==> src/rtl/data_memory_arbiter_pkg.sv <==
// Shared definitions for the data memory arbiter slice.
//   - FSM state encoding (IDLE / ACCESS / DONE, 2 bits)
//   - default data and address widths
//   - requester identifiers (REQ_A = CPU, REQ_B = loader)
package data_memory_arbiter_pkg;

    localparam int unsigned DATA_W_DEF = 24;
    localparam int unsigned ADDR_W_DEF = 24;

    typedef enum logic [1:0] {
        IDLE   = 2'b00,
        ACCESS = 2'b01,
        DONE   = 2'b10
    } state_e;

    typedef enum logic {
        REQ_A = 1'b0,
        REQ_B = 1'b1
    } req_id_e;

endpackage

==> src/rtl/data_memory_arbiter_rr.sv <==
// Combinational two-way round-robin pick.
// Ports:
//   req_a, req_b  : requests from A and B
//   last_served   : requester that received the previous grant
//   grant_valid   : at least one request present
//   grant_id      : selected requester (only meaningful with grant_valid)
module rr_arbiter2
    import data_memory_arbiter_pkg::*;
(
    input  logic    req_a,
    input  logic    req_b,
    input  req_id_e last_served,
    output logic    grant_valid,
    output req_id_e grant_id
);

    always_comb begin
        grant_valid = req_a | req_b;
        grant_id    = REQ_A;
        if (req_a && req_b) begin
            // Tie: the side that did not win last time goes now.
            grant_id = (last_served == REQ_A) ? REQ_B : REQ_A;
        end else if (req_b) begin
            grant_id = REQ_B;
        end
    end

endmodule

==> src/rtl/data_memory_arbiter.sv <==
// Arbitrates two requesters (A = CPU, B = loader) onto a single DataMemory
// port. One access per transaction: IDLE (grant) -> ACCESS (strobe) -> DONE.
// Ports:
//   Clock, Reset_n               : clock, async active-low reset
//   ReqA/B, WrA/B                : request and direction (1 = write)
//   AdresaA/B, WriteDataA/B      : access address and write data
//   GntA/B                       : request captured (1-cycle pulse)
//   DoneA/B                      : access complete (1-cycle pulse)
//   ReadDataA/B                  : registered read result per requester
//   MemAdresa, MemWriteData      : to DataMemory (latched request values)
//   MemWrite, MemRead            : to DataMemory strobes (ACCESS only)
//   MemReadData                  : from DataMemory, combinational read
module data_memory_arbiter
    import data_memory_arbiter_pkg::*;
#(
    parameter int unsigned DATA_W = DATA_W_DEF,
    parameter int unsigned ADDR_W = ADDR_W_DEF
) (
    input  logic              Clock,
    input  logic              Reset_n,
    input  logic              ReqA,
    input  logic              ReqB,
    input  logic              WrA,
    input  logic              WrB,
    input  logic [ADDR_W-1:0] AdresaA,
    input  logic [ADDR_W-1:0] AdresaB,
    input  logic [DATA_W-1:0] WriteDataA,
    input  logic [DATA_W-1:0] WriteDataB,
    output logic              GntA,
    output logic              GntB,
    output logic              DoneA,
    output logic              DoneB,
    output logic [DATA_W-1:0] ReadDataA,
    output logic [DATA_W-1:0] ReadDataB,
    output logic [ADDR_W-1:0] MemAdresa,
    output logic [DATA_W-1:0] MemWriteData,
    output logic              MemWrite,
    output logic              MemRead,
    input  logic [DATA_W-1:0] MemReadData
);

    state_e            state_q,   state_d;
    req_id_e           last_q,    last_d;
    req_id_e           winner_q,  winner_d;
    logic              wr_q,      wr_d;
    logic [ADDR_W-1:0] addr_q,    addr_d;
    logic [DATA_W-1:0] wdata_q,   wdata_d;
    logic [DATA_W-1:0] rdata_a_q, rdata_a_d;
    logic [DATA_W-1:0] rdata_b_q, rdata_b_d;

    logic    pick_valid;
    req_id_e pick_id;

    rr_arbiter2 u_rr (
        .req_a       (ReqA),
        .req_b       (ReqB),
        .last_served (last_q),
        .grant_valid (pick_valid),
        .grant_id    (pick_id)
    );

    always_comb begin
        state_d   = state_q;
        last_d    = last_q;
        winner_d  = winner_q;
        wr_d      = wr_q;
        addr_d    = addr_q;
        wdata_d   = wdata_q;
        rdata_a_d = rdata_a_q;
        rdata_b_d = rdata_b_q;
        GntA      = 1'b0;
        GntB      = 1'b0;
        DoneA     = 1'b0;
        DoneB     = 1'b0;
        MemWrite  = 1'b0;
        MemRead   = 1'b0;

        case (state_q)
            IDLE: begin
                // Gnt is combinational from the request, so it is gated by
                // Reset_n to stay low while reset is held.
                if (pick_valid && Reset_n) begin
                    state_d  = ACCESS;
                    last_d   = pick_id;
                    winner_d = pick_id;
                    if (pick_id == REQ_A) begin
                        GntA    = 1'b1;
                        wr_d    = WrA;
                        addr_d  = AdresaA;
                        wdata_d = WriteDataA;
                    end else begin
                        GntB    = 1'b1;
                        wr_d    = WrB;
                        addr_d  = AdresaB;
                        wdata_d = WriteDataB;
                    end
                end
            end
            ACCESS: begin
                MemWrite = wr_q;
                MemRead  = ~wr_q;
                state_d  = DONE;
                if (!wr_q) begin
                    if (winner_q == REQ_A) begin
                        rdata_a_d = MemReadData;
                    end else begin
                        rdata_b_d = MemReadData;
                    end
                end
            end
            DONE: begin
                DoneA   = (winner_q == REQ_A);
                DoneB   = (winner_q == REQ_B);
                state_d = IDLE;
            end
            default: begin
                state_d = IDLE;
            end
        endcase
    end

    always_ff @(posedge Clock or negedge Reset_n) begin
        if (!Reset_n) begin
            state_q   <= IDLE;
            last_q    <= REQ_B;
            winner_q  <= REQ_A;
            wr_q      <= 1'b0;
            addr_q    <= '0;
            wdata_q   <= '0;
            rdata_a_q <= '0;
            rdata_b_q <= '0;
        end else begin
            state_q   <= state_d;
            last_q    <= last_d;
            winner_q  <= winner_d;
            wr_q      <= wr_d;
            addr_q    <= addr_d;
            wdata_q   <= wdata_d;
            rdata_a_q <= rdata_a_d;
            rdata_b_q <= rdata_b_d;
        end
    end

    assign MemAdresa    = addr_q;
    assign MemWriteData = wdata_q;
    assign ReadDataA    = rdata_a_q;
    assign ReadDataB    = rdata_b_q;

endmodule
==> config.mk <==
export PLATFORM = sky130hd
export DESIGN_NAME = data_memory_arbiter
export DESIGN_NICKNAME = d
export VERILOG_FILES = /design/src/rtl/data_memory_arbiter_pkg.sv /design/src/rtl/data_memory_arbiter_rr.sv /design/src/rtl/data_memory_arbiter.sv
export SDC_FILE = /design/constraint.sdc
export NUM_CORES = 1
export LEC_CHECK = 0
export CAP_MARGIN = 20
export CORE_MARGIN = 2
export CORE_UTILIZATION = 36
export DETAILED_ROUTE_END_ITERATION = 10
export PLACE_DENSITY = 0.72
export REMOVE_ABC_BUFFERS = 1
export SYNTH_ARGS = -nofsm -noshare
export SYNTH_HDL_FRONTEND = slang
export SYNTH_SLANG_ARGS = --single-unit
==> constraint.sdc <==
create_clock -name Clock -period 1.6 [get_ports Clock]
set_input_delay 0.32 -clock Clock [delete_from_list [all_inputs] [get_ports Clock]]
set_output_delay 0.32 -clock Clock [all_outputs]
set_load 0.02 [all_outputs]
* Word-level counts from Yosys, hierarchy flattened
Index checks and enable logic that the tools add are counted.
W data, S select, Z words.
** Word-level totals
- Register bits :: 101
- Word-level logic and storage cells :: 38
- Output and inout bits :: 102
- Input port bits :: 126
** Operators by class
- Mux-type cells :: 18
- Equal/unequal tests :: 3
- Reduce and logical (&&, ||, !) cells :: 6
- Bitwise gates (word level) :: 3
** Operators with widths (number)
- $mux W24 :: 2
- $mux W1 :: 14
- $reduce_and A3 Y1 :: 2
- $pmux W2 S2 :: 1
- $eq A2 B1 Y1 const B :: 1
- $eq A2 B2 Y1 const B :: 1
- $logic_and A1 B1 Y1 :: 2
- $logic_not A2 Y1 :: 1
- $mux W2 :: 1
- $ne A2 B2 Y1 const B :: 1
- $not A1 Y1 :: 2
- $reduce_and A2 Y1 :: 1
- $or A1 B1 Y1 :: 1

* Logic depth before layout (Yosys ltp)
- Depth after elaboration :: 5
- Mapped depth :: 6
- Gate-level depth less buffers :: 4

* Hierarchy
From an unflattened synthesis, not the netlist that was laid out.
** Unflattened totals
- Cells, all modules :: 278
- Area, all modules :: 4460.5 um^2
** Modules (own cells, without submodules)
- data_memory_arbiter :: cells an instance 276, instances 1, area an instance 4446.8 um^2, seq. area each 2528.7 um^2
- rr_arbiter2 :: cells an instance 2, instances 1, area an instance 13.8 um^2, seq. area each 0.0 um^2

* Worst setup path before layout
Ideal clock, no wire load.
- Path kind :: reg2reg
- Start point :: register state_q[1]
- End point :: register rdata_a_q[10] (netlist: ReadDataA[10])
- Setup slack :: -0.150 ns
- Buffers on the path :: 2
- Arrival :: 1.625 ns
- Library setup time :: 0.125 ns
- Clock period less this slack :: 1.750 ns
- Stages on the path, launching flop included :: 6
- Required time :: 1.475 ns
- Cells stage by stage :: dfrtp_1 nor3b_2 nor2b_1 buf_2 buf_4 mux2_2
** Between the ends
- Cells in the longest elaborated chain, start to end :: 2
** Ends and longest elaborated chain
- start, declared :: line data_memory_arbiter.sv:42 : state_e state_q, state_d;
- start signal, assigned :: line data_memory_arbiter.sv:133 : state_q <= state_d;
- $eq A2 B1 Y1 :: line data_memory_arbiter.sv:78 : case (state_q)
- $reduce_and A3 Y1 (no source line)
- end signal, assigned :: line data_memory_arbiter.sv:139 : rdata_a_q <= rdata_a_d;
- end, declared :: line data_memory_arbiter.sv:48 : logic [DATA_W-1:0] rdata_a_q, rdata_a_d;
Every way passes these cells.
A chain may end at the register's enable or synchronous reset.

* Final worst setup path
- Start point :: register state_q[0]
- End point :: output port GntB
** Between the ends
- Cells in the longest elaborated chain, start to end :: 2
** Ends and longest elaborated chain
- $logic_not A2 Y1 :: line data_memory_arbiter.sv:78
- $mux W1 :: line data_memory_arbiter.sv:78
- end, declared :: line data_memory_arbiter.sv:30 : output logic GntB,
Every way passes these cells.

==> flow_summary.toml <==
[placement]
post-dp-hpwl_um = 9980
gp_congestion = 0.783
placed_cells = 712
dp_worst_setup_slack_ns = -0.322
placed_area_mm2 = 0.00690
port_buffers = 227

[pwr]
vdd_ir_drop_max_mv = 0.657
powerDensity_mw_per_mm2 = 1480
p_total_mw = 11.0
cellLeakagePower_nw = 3.37

[sta]
rsz0062_at_grt = "true"
maxSlewHeadroom_pct = 42.1
setup_slack_ns = -0.250
max_freq_mhz = 540
min_period_over_period_pct = 116
setup_viol = 101
finalMaxSlewViolations = 0
fin_crit_ns = 1.85
finalHoldViolations = 0
fin_setup_tns_ns = -10.05
tightestPinTransition_ns = 0.868
fin_skew_ns = 0.0138

[yosys]
synth_flop_cell = "dfrtp_1"
synthCells = 349
synth-async-reset-ratio_pct = 100
yosys_warnings = 0
synth_seq_cells = 101
synth_edf_count = 0
mappedNetlistArea_mm2 = 0.00434
yosys.cell_types.count = 24
avgSynthCellArea_um2 = 12.4
seq_area_frac_synth_pct = 58.3

[finish]
fin_nets = 720
nFillCells = 961
fin_area_mm2 = 0.00747
diodes = 0
area_growth_pct = 72.2
fin_cells = 745
drive_gt1_share_pct = 24.1

[global_route]
grt_pass1_wl_um = 22000
grt_max_degree = 69
grt_pass1_vias = 4116
grt-ovfl-total = 0
grt_util_all_layers_pct = 21.9
antenna_found_initial = 1

[status]
outcome = "complete, but fails checks"
failed_checks = "setup timing"

[route]
wl_um = 14600
vias = 3924
firstDrtPassIters = 5
drt_iter0_drc = 232
vias_per_cell = 5.27
antenna_left = 0
wl_per_cell_um = 19.6
route.detailed.drc = 0

[cts]
clock_latency_ns = 0.34
cts_root_buf = "clkbuf_16"
cts_tree = "yes"
cts_sinks = 101
cts_buffer_depth = 2
numCtsBuffers = 9
h-tree-depth = 3
clk_pin_slew_ns = 0.07

[die]
die_h_um = 114
die_area_mm2 = 0.0129
start_util_pct = 36.4
rows = 40
ios = 228
die_x_um = 114
core_area_mm2 = 0.0119

[critical_path]
worstSetupPathType = "flop to output port"
worst-endpoint-required_ns = 1.28
cp_max_fo = 2
critPathArrivalTime_ns = 1.53
start_kind = "flop"
cp-end-kind = "output port"

[flow_run]
cap_violations = 0

[worst_hold_path]
min_path_type = "input pin to async pin"
==> critical path: stages (launching register included) <==
cell and delay (ns):
dfrtp_1 0.41, nor3b_2 0.23, buf_4 0.15, and3_4 0.19, buf_12 0.11, buf_8 0.10
==> report_power, final <==
part           internal, mW  leakage (nW)  switching, mW  total (mW)
Combinational          2.23          1.99           2.44        4.67
Sequential             3.53          1.23          0.526        4.05
Clock                  1.37         0.145          0.945        2.31
==> stage by stage <==
stage,hold WS [ns],util (%)
2_1_floorplan,0.0244,-
3_3_place_gp,0.487,57.9
3_5_place_dp,0.495,57.9
4_1_cts,0.310,61.4
5_1_grt,0.375,62.7
6_report,0.252,62.7
==> state kept, by name, summed over array words and instances, names as in the netlist <==
register and count:
MemWriteData 24, wr_q 1, last_q 1, MemAdresa 24
ReadDataB 24, ReadDataA 24, winner_q 1, state_q 2
==> per-layer routing <==
layer	vias to the layer above	share of wire [%]	GRT usage, %
met1	1923	39	25.6
met4	2	1.5	8.29
li1	1782	-	-
met3	18	9.1	6.38
met5	-	0.089	0
met2	199	50	38.2
==> cell usage in the layout, fill, tap and decap left out, types with 2 or more instances in the layout <==
cell type          n
nor3_2            21
buf_6              6
clkinvlp_4         2
bufinv_16          2
nor3_1            28
nand2_1           50
bufbuf_16          2
mux2_2            48
buf_12             7
buf_4             27
nor3b_2            2
clkbuf_16         12
buf_16             2
clkdlybuf4s50_1  123
a221o_1           49
dlygate4sd2_1     96
dfrtp_1          100
o21a_1             2
==> cell usage after synthesis (all sizes together), types with 2 or more instances <==
cell | n | share of area, %
clkbuf | 15 | 1.3
nor2b | 2 | 0.29
inv | 2 | 0.17
dfrtp | 100 | 58
mux2 | 48 | 12
buf | 19 | 2.7
a221o | 49 | 11
nor3 | 49 | 6.8
nor3b | 3 | 0.63
o21a | 2 | 0.35
nand2 | 50 | 4.3
and2 | 2 | 0.29
==> layout make-up <==
class	count	area [um2]	area share (%)
clock buffer	10	229	3.06
tap	147	184	2.46
inverter	2	7.51	0.100
sequential	101	2530	33.8
multi-input combinational	212	1740	23.3
timing repair buffer	268	2700	36.1
clock inverter	5	83.8	1.12
==> final timing paths <==
path	slack, ns	depth (start not counted)	startpoint	endpoint
worst max-delay path	-0.25	5	state_q[0]$_DFFE_PN0P_	GntB
worst min-delay path	0.25	3	Reset_n	state_q[1]$_DFFE_PN0P_
worst max register to register	-0.21	6	state_q[1]$_DFFE_PN0P_	ReadDataA[0]$_DFFE_PN0P_
worst min register to register	0.50	1	ReadDataA[10]$_DFFE_PN0P_	ReadDataA[10]$_DFFE_PN0P_
max in group asynchronous	0.41	4	Reset_n	ReadDataA[19]$_DFFE_PN0P_
min in group Clock	0.43	4	ReqA	winner_q$_DFFE_PN0P_
==> kinds of logic after synthesis <==
kind of cell           after synthesis  share of synthesized area (%)
and+or+nand+nor                    112                           13.3
DFF                                101                           58.3
buffers and inverters               36                           4.18
muxes                               48                           12.5
AOI/OAI and AO/OA                   52                           11.8
==> timing repair <==
| action | 4_1_cts | 5_1_grt |
|---|---|---|
| gates resized for setup | 140 | 12 |
| setup endpoints to repair | 199 | 103 |
| buffers inserted | 9 | 4 |
| gates cloned | 4 | 4 |
| hold buffers | 0 | 0 |
| pin swaps | 5 | 3 |
No activity file was read; power rests on OpenSTA's default activity.
